## config.mk

```make
export PLATFORM = sky130hd
export DESIGN_NAME = biquad_coeff_loader
export DESIGN_NICKNAME = d
export VERILOG_FILES = /design/src/rtl/biquad_coeff_loader_pkg.sv /design/src/rtl/biquad_coeff_shadow.sv /design/src/rtl/biquad_coeff_loader.sv
export SDC_FILE = /design/constraint.sdc
export NUM_CORES = 1
export LEC_CHECK = 0
export ABC_AREA = 1
export CAP_MARGIN = 0
export CORE_ASPECT_RATIO = 0.7
export CORE_MARGIN = 2
export CORE_UTILIZATION = 40
export CTS_CLUSTER_SIZE = 16
export DETAILED_ROUTE_END_ITERATION = 16
export PLACE_DENSITY = 0.6
export SLEW_MARGIN = 20
export SYNTH_ARGS = -nofsm -noshare
export SYNTH_HDL_FRONTEND = slang
export SYNTH_SLANG_ARGS = --single-unit
```

## constraint.sdc

```tcl
create_clock -name clk -period 2.85 [get_ports clk]
set_input_delay 0.57 -clock clk [delete_from_list [all_inputs] [get_ports clk]]
set_output_delay 0.57 -clock clk [all_outputs]
set_load 0.02 [all_outputs]
```

## src/rtl/biquad_coeff_loader_pkg.sv

```systemverilog
// Shared types and constants for the biquad coefficient loader.
// Latency: n/a (declarations only).
// Backpressure: n/a (declarations only).
package biquad_coeff_loader_pkg;

    // Width of one coefficient, matching the DSP B port.
    localparam int COEFF_BITS     = 18;

    // A biquad8 pair shares one coefficient bus: two B stages per load.
    localparam int DEFAULT_NCOEFF = 2;

    typedef enum logic [2:0] {
        ST_IDLE   = 3'd0,
        ST_WRITE  = 3'd1,
        ST_HOLD   = 3'd2,
        ST_UPDATE = 3'd3,
        ST_DONE   = 3'd4
    } state_t;

endpackage

```

## src/rtl/biquad_coeff_shadow.sv

```systemverilog
// Shadow register file holding the coefficients of the next load sequence.
// Latency: write lands at the clock edge; read is combinational (0 cycles).
// Backpressure: none; writes are always accepted, out-of-range addresses are dropped.
//
// Ports:
//   clk, rst          clock, asynchronous active-high reset (clears all entries)
//   wr_en/wr_adr/wr_dat  synchronous write port
//   rd_adr/rd_dat        combinational read port (0 for out-of-range addresses)
module biquad_coeff_shadow
    import biquad_coeff_loader_pkg::*;
#(
    parameter int NCOEFF  = DEFAULT_NCOEFF,
    parameter int CBITS   = COEFF_BITS,
    parameter int ADRBITS = (NCOEFF > 1) ? $clog2(NCOEFF) : 1
) (
    input  logic               clk,
    input  logic               rst,
    input  logic               wr_en,
    input  logic [ADRBITS-1:0] wr_adr,
    input  logic [CBITS-1:0]   wr_dat,
    input  logic [ADRBITS-1:0] rd_adr,
    output logic [CBITS-1:0]   rd_dat
);

    logic [CBITS-1:0] mem [NCOEFF];

    // Address decode by comparison against each entry index, so addresses
    // at or above NCOEFF simply match nothing and are ignored.
    always_ff @(posedge clk or posedge rst) begin
        if (rst) begin
            for (int i = 0; i < NCOEFF; i++) begin
                mem[i] <= '0;
            end
        end else if (wr_en) begin
            for (int i = 0; i < NCOEFF; i++) begin
                if (wr_adr == ADRBITS'(i)) begin
                    mem[i] <= wr_dat;
                end
            end
        end
    end

    always_comb begin
        rd_dat = '0;
        for (int i = 0; i < NCOEFF; i++) begin
            if (rd_adr == ADRBITS'(i)) begin
                rd_dat = mem[i];
            end
        end
    end

endmodule

```

## src/rtl/biquad_coeff_loader.sv

```systemverilog
// Streams the shadow coefficients into a biquad B1/B2 cascade, highest index first, then commits.
// Latency: load at edge n -> first coeff_wr_o in cycle n+1, update in n+1+NCOEFF*(1+HOLD), done one later.
// Backpressure: none; loads while busy collapse into one pending flag that restarts right after done.
//
// Ports:
//   clk, rst                        clock, asynchronous active-high reset (aborts any sequence)
//   cfg_adr_i/cfg_dat_i/cfg_wr_i    shadow register write port, accepted in every state
//   load_i                          start a sequence, or queue one if already busy
//   coeff_dat_o/coeff_wr_o          serial coefficient data and shift strobe (B1 enable)
//   coeff_update_o                  commit strobe (B2 enable)
//   busy_o, done_o                  sequence in progress or pending; one-cycle completion pulse
module biquad_coeff_loader
    import biquad_coeff_loader_pkg::*;
#(
    parameter int NCOEFF  = DEFAULT_NCOEFF,
    parameter int CBITS   = COEFF_BITS,
    parameter int HOLD    = 1,
    parameter int ADRBITS = (NCOEFF > 1) ? $clog2(NCOEFF) : 1
) (
    input  logic               clk,
    input  logic               rst,
    input  logic [ADRBITS-1:0] cfg_adr_i,
    input  logic [CBITS-1:0]   cfg_dat_i,
    input  logic               cfg_wr_i,
    input  logic               load_i,
    output logic [CBITS-1:0]   coeff_dat_o,
    output logic               coeff_wr_o,
    output logic               coeff_update_o,
    output logic               busy_o,
    output logic               done_o
);

    // The hold counter only needs to represent 0..HOLD-1.
    localparam int                 HBITS  = (HOLD > 1) ? $clog2(HOLD) : 1;
    localparam logic [ADRBITS-1:0] K_LAST = ADRBITS'(NCOEFF - 1);
    localparam logic [HBITS-1:0]   H_LAST = HBITS'(HOLD - 1);

    state_t             state, state_nxt;
    logic [ADRBITS-1:0] k, k_nxt;
    logic [HBITS-1:0]   cnt, cnt_nxt;
    logic               pend, pend_nxt;
    logic [CBITS-1:0]   dat, dat_nxt;
    logic               wr, wr_nxt;
    logic               upd, upd_nxt;
    logic               busy, busy_nxt;
    logic               done, done_nxt;

    logic [ADRBITS-1:0] rd_adr;
    logic [CBITS-1:0]   rd_dat;

    // Outputs are registered together with the state, so the shadow is read
    // for the index about to be entered: k-1 when leaving HOLD, otherwise the
    // top index for a fresh sequence. The read happens before this edge's
    // shadow write lands, so a same-cycle write delivers the old value.
    assign rd_adr = (state == ST_HOLD) ? (k - ADRBITS'(1)) : K_LAST;

    biquad_coeff_shadow #(
        .NCOEFF  (NCOEFF),
        .CBITS   (CBITS),
        .ADRBITS (ADRBITS)
    ) u_shadow (
        .clk    (clk),
        .rst    (rst),
        .wr_en  (cfg_wr_i),
        .wr_adr (cfg_adr_i),
        .wr_dat (cfg_dat_i),
        .rd_adr (rd_adr),
        .rd_dat (rd_dat)
    );

    always_ff @(posedge clk or posedge rst) begin
        if (rst) begin
            state <= ST_IDLE;
            k     <= '0;
            cnt   <= '0;
            pend  <= 1'b0;
            dat   <= '0;
            wr    <= 1'b0;
            upd   <= 1'b0;
            busy  <= 1'b0;
            done  <= 1'b0;
        end else begin
            state <= state_nxt;
            k     <= k_nxt;
            cnt   <= cnt_nxt;
            pend  <= pend_nxt;
            dat   <= dat_nxt;
            wr    <= wr_nxt;
            upd   <= upd_nxt;
            busy  <= busy_nxt;
            done  <= done_nxt;
        end
    end

    always_comb begin
        state_nxt = state;
        k_nxt     = k;
        cnt_nxt   = cnt;
        pend_nxt  = pend;
        dat_nxt   = dat;
        wr_nxt    = 1'b0;
        upd_nxt   = 1'b0;
        done_nxt  = 1'b0;
        busy_nxt  = busy;

        unique case (state)
            ST_IDLE: begin
                dat_nxt  = '0;
                busy_nxt = 1'b0;
                if (load_i) begin
                    state_nxt = ST_WRITE;
                    k_nxt     = K_LAST;
                    dat_nxt   = rd_dat;
                    wr_nxt    = 1'b1;
                    busy_nxt  = 1'b1;
                end
            end

            ST_WRITE: begin
                state_nxt = ST_HOLD;
                cnt_nxt   = H_LAST;
                if (load_i) pend_nxt = 1'b1;
            end

            ST_HOLD: begin
                if (load_i) pend_nxt = 1'b1;
                if (cnt == '0) begin
                    if (k != '0) begin
                        state_nxt = ST_WRITE;
                        k_nxt     = k - ADRBITS'(1);
                        dat_nxt   = rd_dat;
                        wr_nxt    = 1'b1;
                    end else begin
                        state_nxt = ST_UPDATE;
                        dat_nxt   = '0;
                        upd_nxt   = 1'b1;
                    end
                end else begin
                    cnt_nxt = cnt - HBITS'(1);
                end
            end

            ST_UPDATE: begin
                if (load_i) pend_nxt = 1'b1;
                state_nxt = ST_DONE;
                done_nxt  = 1'b1;
            end

            ST_DONE: begin
                pend_nxt = 1'b0;
                // A load arriving in DONE counts as pending, so it restarts
                // immediately without passing through IDLE.
                if (pend || load_i) begin
                    state_nxt = ST_WRITE;
                    k_nxt     = K_LAST;
                    dat_nxt   = rd_dat;
                    wr_nxt    = 1'b1;
                end else begin
                    state_nxt = ST_IDLE;
                    busy_nxt  = 1'b0;
                end
            end

            default: begin
                state_nxt = ST_IDLE;
                pend_nxt  = 1'b0;
                dat_nxt   = '0;
                busy_nxt  = 1'b0;
            end
        endcase
    end

    assign coeff_dat_o    = dat;
    assign coeff_wr_o     = wr;
    assign coeff_update_o = upd;
    assign busy_o         = busy;
    assign done_o         = done;

endmodule

```

Word-level counts from Yosys, hierarchy flattened
Cells that the tools add are included.

Bits in latches: 0. Register bits: 64. Output and inout port bits: 22. Input bits: 23. Bits in read-only memories: 0. Memories: 0. RAM bits: 0. Word-level logic and storage cells: 70.

Mux-type cells: 31. Add/subtract/negate cells: 2. Reduce and logical (&&, ||, !) cells: 13. Bitwise logic cells: 4. $mul: 0. Divide/modulo/power cells: 0. Equal/unequal tests: 9. Order comparisons: 0. Shifts and indexed selects: 0.

Operators by type and width (number): 2-to-1 mux 18 bit (5); one-hot mux 18 bit (4 select lines) (1); 2-to-1 mux 1 bit (16); one-hot mux 3 bit (5 select lines) (1); AND reduction 2 bit (5); one-hot mux 1 bit (3 select lines) (3); inequality test 2 bit, second input constant (4); == test 3 x 2 -> 1 bit, second input constant (2); 2-to-1 mux 3 bit (2); NOT 1 bit (4); one-hot mux 1 bit (2 select lines) (2); AND reduction 4 bit (1); == test 3 x 1 -> 1 bit, second input constant (1); == test 3 bit, second input constant (1); zero test 3 bit (1); AND reduction 3 bit (1); nonzero test 3 bit (1); OR reduction 3 bit (1); 2-to-1 mux 2 bit (1); inequality test 2 x 1 -> 1 bit, second input constant (1); nonzero test 2 bit (1); OR reduction 2 bit (1); subtractor 1 bit, second input constant (2); logical OR 1 bit (1).

Depth between registers and ports, before layout
Word-level depth: 6. Gate-level depth with buffers: 8. Mapped depth without buffers: 6.

Hierarchy
From an unflattened synthesis, not the netlist that was laid out.

Cells, all modules: 496. Area total of the unflattened synthesis: 3509.6 um^2.

By module, submodules not included: biquad_coeff_loader (cells each 281, area an instance 1819.2 um^2, times used 1, sequential area each 675.6 um^2); biquad_coeff_shadow (cells each 215, area an instance 1690.4 um^2, times used 1, sequential area each 900.9 um^2).

Worst setup path after synthesis
No wires, ideal clock.

Kind: input port to flip-flop. From: input load_i. To: register dat[0], in the netlist coeff_dat_o[0]. Setup slack: 1.464 ns. Path buffers: 1. Data required time: 2.734 ns. Stages on the path: 7. Library setup time: 0.116 ns. Arrival: 1.270 ns. Path through: nor2_1 -> nand3_2 -> nand2_2 -> buf_6 -> nor2_1 -> nand2_1 -> nand2_1.

Word-level cells in the longest chain between the ends: 3. Elaborated cells between the ends (all ways): 5. Classes of those cells: eq/ne (1); mux (2); reduce/logical (2).

RTL lines: start: declaration (line biquad_coeff_loader.sv:25) `input logic load_i,`; logical OR 1 bit (line biquad_coeff_loader.sv:153) `if (pend || load_i) begin`; inequality test 2 bit (no source line); AND reduction 3 bit (no source line); end signal: assignment (line biquad_coeff_loader.sv:87) `dat <= dat_nxt;`; end: declaration (line biquad_coeff_loader.sv:42) `logic [CBITS-1:0] dat, dat_nxt;`.

Parallel ways exist; a longest one is shown, timed or not. A chain may end at the register's enable or synchronous reset.

Worst setup path after layout
From: register dat[17], in the netlist coeff_dat_o[17]. To: output coeff_dat_o[17].

RTL lines: end: declaration (line biquad_coeff_loader.sv:26) `output logic [CBITS-1:0] coeff_dat_o,`.

No word-level cell between the ends.

==> flow_metrics.py <==
metrics = {
    "job": {
        "cap_violations": 0,
    },
    "critical_path": {
        "worstSetupPathType": "register to output pin",
        "critical_path.top_delay_family": "buffers and inverters",
        "cp.required_ps": 2280,
        "critPathCaptureType": "output pin",
        "crit_slowest_cell": "clkdlybuf4s50_1",
        "critPathArrivalTime_ps": 1350,
        "cpPeakStageDelay_ps": 630,
        "path_buf_inv": 1,
        "r2r_setup_slack_ps": 1130,
        "crit_chain": "clkdlybuf4s50_1",
        "cp_max_fo": 2,
        "start_kind": "register",
    },
    "synth": {
        "ys_seq_area_frac": 0.570,
        "synth_nets": 355,
        "synth_top_area_share": 0.570,
        "yosysTopAreaCell": "dfrtp_1",
        "synthArstFlopShare": 1.00,
        "ys_ff_latch": 63,
        "synth_edf_count": 0,
        "ys_types": 20,
        "synth-compound-area-share": 0.128,
        "muxShareOfSynthArea": 0,
        "syn_area_per_cell_um2": 8.33,
        "synthCells": 332,
        "synthSimpleGateAreaFrac": 0.235,
        "yosysWarnings": 0,
        "synth_area_um2": 2770,
        "synth_adder_area_share": 0,
        "synth_xor_area_frac": 0,
        "synth_flop_cell": "dfrtp_1",
        "synth.most_common_cell": "nand2_1",
        "synth_top_family_by_area": "simple AND/OR/NAND/NOR gates",
        "synth.top_cells.by_count": "nand2_1, dfrtp_1, nor2_1",
        "synth.area.top_cells": "dfrtp_1, nand2_1, o21ai_0",
    },
    "global_routing": {
        "met3_usage": 0.0647,
        "grt_overflow": 0,
        "grt_pass1_vias": 2100,
        "met1_usage": 0.287,
        "grt.busiest_layer": "met1",
        "antenna_found_initial": 0,
        "grt_start_max_net_pins": 37,
        "use_met2": 0.261,
        "grt_pass1_wl_mm": 10.7,
        "grt.total_usage": 0.190,
    },
    "clock_network": {
        "clock_tree.buffer_depth": 2,
        "ctsResizeCount": 0,
        "postCtsHoldBufs": 0,
        "cts_tree": "built",
        "cts_setup_buffers": 0,
        "clkTransAtPathRegs_ps": 70,
        "root_buffer": "clkbuf_8",
        "h-tree-depth": 3,
        "cts_sinks": 63,
        "cts_buffers": 9,
        "insertion_delay_ps": 330,
    },
    "floorplanning": {
        "die_w_um": 103,
        "fp-row-count": 25,
        "start_util": 0.411,
        "core_area_um2": 6730,
        "die_y_um": 73.6,
        "die-area_um2": 7610,
        "io_pins": 45,
    },
    "timing": {
        "worst_slew_pin_slew_ps": 842,
        "hold_violations": 0,
        "rsz0062_at_grt": "false",
        "tns_ps": 0,
        "slew_headroom": 0.439,
        "period_minus_slack_ps": 1920,
        "fin_skew_ps": 4.07,
        "setup_viol": 0,
        "fmax_ghz": 0.522,
        "fin_crit_sh": 0.672,
        "slew_violations": 0,
    },
    "power": {
        "vdd_drop_max_mv": 0.360,
        "powerDensity_nw_per_um2": 884,
        "power_mw": 3.09,
        "leakage_nw": 1.78,
    },
    "placement": {
        "gp_congestion": 0.784,
        "placed_cell_area_um2": 3310,
        "port_buffers": 44,
        "dp_hpwl_mm": 4.08,
    },
    "outcome": {
        "outcome": "complete, no violations",
    },
    "route": {
        "routedWlPerCell_um": 13.1,
        "drt-initial-drc-count": 127,
        "drc": 0,
        "postRouteAntennaNets": 0,
        "drtPass1Iterations": 4,
        "wl_mm": 6.25,
        "via_per_inst": 4.74,
        "num_vias": 2258,
    },
    "cells_and_area": {
        "fin_nets": 400,
        "drive_gt1_frac": 0.0864,
        "antenna_cells": 0,
        "stdcell_area_um2": 3500,
        "area_growth_pct": 26.4,
    },
    "worst_hold_path": {
        "hp-class": "register to register",
    },
}
## worst reg2reg max path, stage by stage (launching register included)
cell	delay [ps]
dfrtp_1	520
nor2_2	180
nand3_2	280
buf_4	330
nor2_1	120
nor2_1	50
nand2_1	90
nand2_1	50
## kinds of logic (layout without fill, tap and decap cells)
logic type / count (synthesis) / in the layout
AO/OA/AOI/OAI: 60 / 60
buffers and inverters: 44 / 94
flip-flops: 63 / 63
AND/OR/NAND/NOR: 165 / 165
## metrics by stage
stage	instances	hold slack, ps	utilization	setup WS, ps
after floorplan	332	453	-	710
after global placement	460	461	0.492	803
after detailed placement	460	465	0.492	792
after CTS	476	483	0.520	915
after global routing	476	499	0.520	878
final	476	476	0.520	934
## layout by cell type, fill, tap and decap left out, drive strengths merged
cell           Yosys  final
nor3               4      4
nand2            114    114
o211ai            18     18
a31o               1      1
buf                8      8
clkinv             0      6
clkdlybuf4s50      0     44
nand3b             1      1
dfrtp             63     63
nand3              4      4
inv               26     26
a21oi              2      2
nor2              42     42
bufinv             0      1
clkbuf            10      9
o21ai             39     39
## final cells by class
| cell class | instances | area (um^2) |
|---|---|---|
| fill | 647 | 3230 |
| inverter | 26 | 97.6 |
| timing repair buffer | 52 | 513 |
| tap | 94 | 118 |
| clock buffer | 9 | 124 |
| clock inverter | 7 | 63.8 |
| sequential | 63 | 1580 |
| multi-input combinational | 225 | 1000 |
## layer usage
layer | wire (um) | vias to the layer above
met3 | 406 | 7
met2 | 2530 | 68
li1 | - | 1144
met4 | 60 | 0
met5 | 0 | -
met1 | 3250 | 1039
## path summary, 6_finish.rpt
kind | start | endpoint | cells after the start
min in group asynchronous | rst | coeff_dat_o[1]$_DFFE_PP0P_ | 2
min reg2reg | coeff_dat_o[16]$_DFFE_PP0P_ | coeff_dat_o[16]$_DFFE_PP0P_ | 2
max | coeff_dat_o[17]$_DFFE_PP0P_ | coeff_dat_o[17] | 1
max in group asynchronous | rst | coeff_dat_o[10]$_DFFE_PP0P_ | 3
min | coeff_dat_o[16]$_DFFE_PP0P_ | coeff_dat_o[16]$_DFFE_PP0P_ | 2
max reg2reg | state[2]$_DFFE_PP0P_ | coeff_dat_o[4]$_DFFE_PP0P_ | 7
## sequential cells by signal, indices dropped and copies added (netlist names)
| signal | count |
|---|---|
| u_shadow.mem | 36 |
| coeff_dat_o | 18 |
| state | 3 |
| busy_o | 1 |
| coeff_update_o | 1 |
| coeff_wr_o | 1 |
| done_o | 1 |
| k | 1 |
| pend | 1 |
## report_power, final
group | internal [mW] | total [mW] | switching [mW]
Sequential | 1.08 | 1.21 | 0.128
Combinational | 0.436 | 1.14 | 0.709
Clock | 0.397 | 0.734 | 0.337
Power figures use the tool's default switching activity.
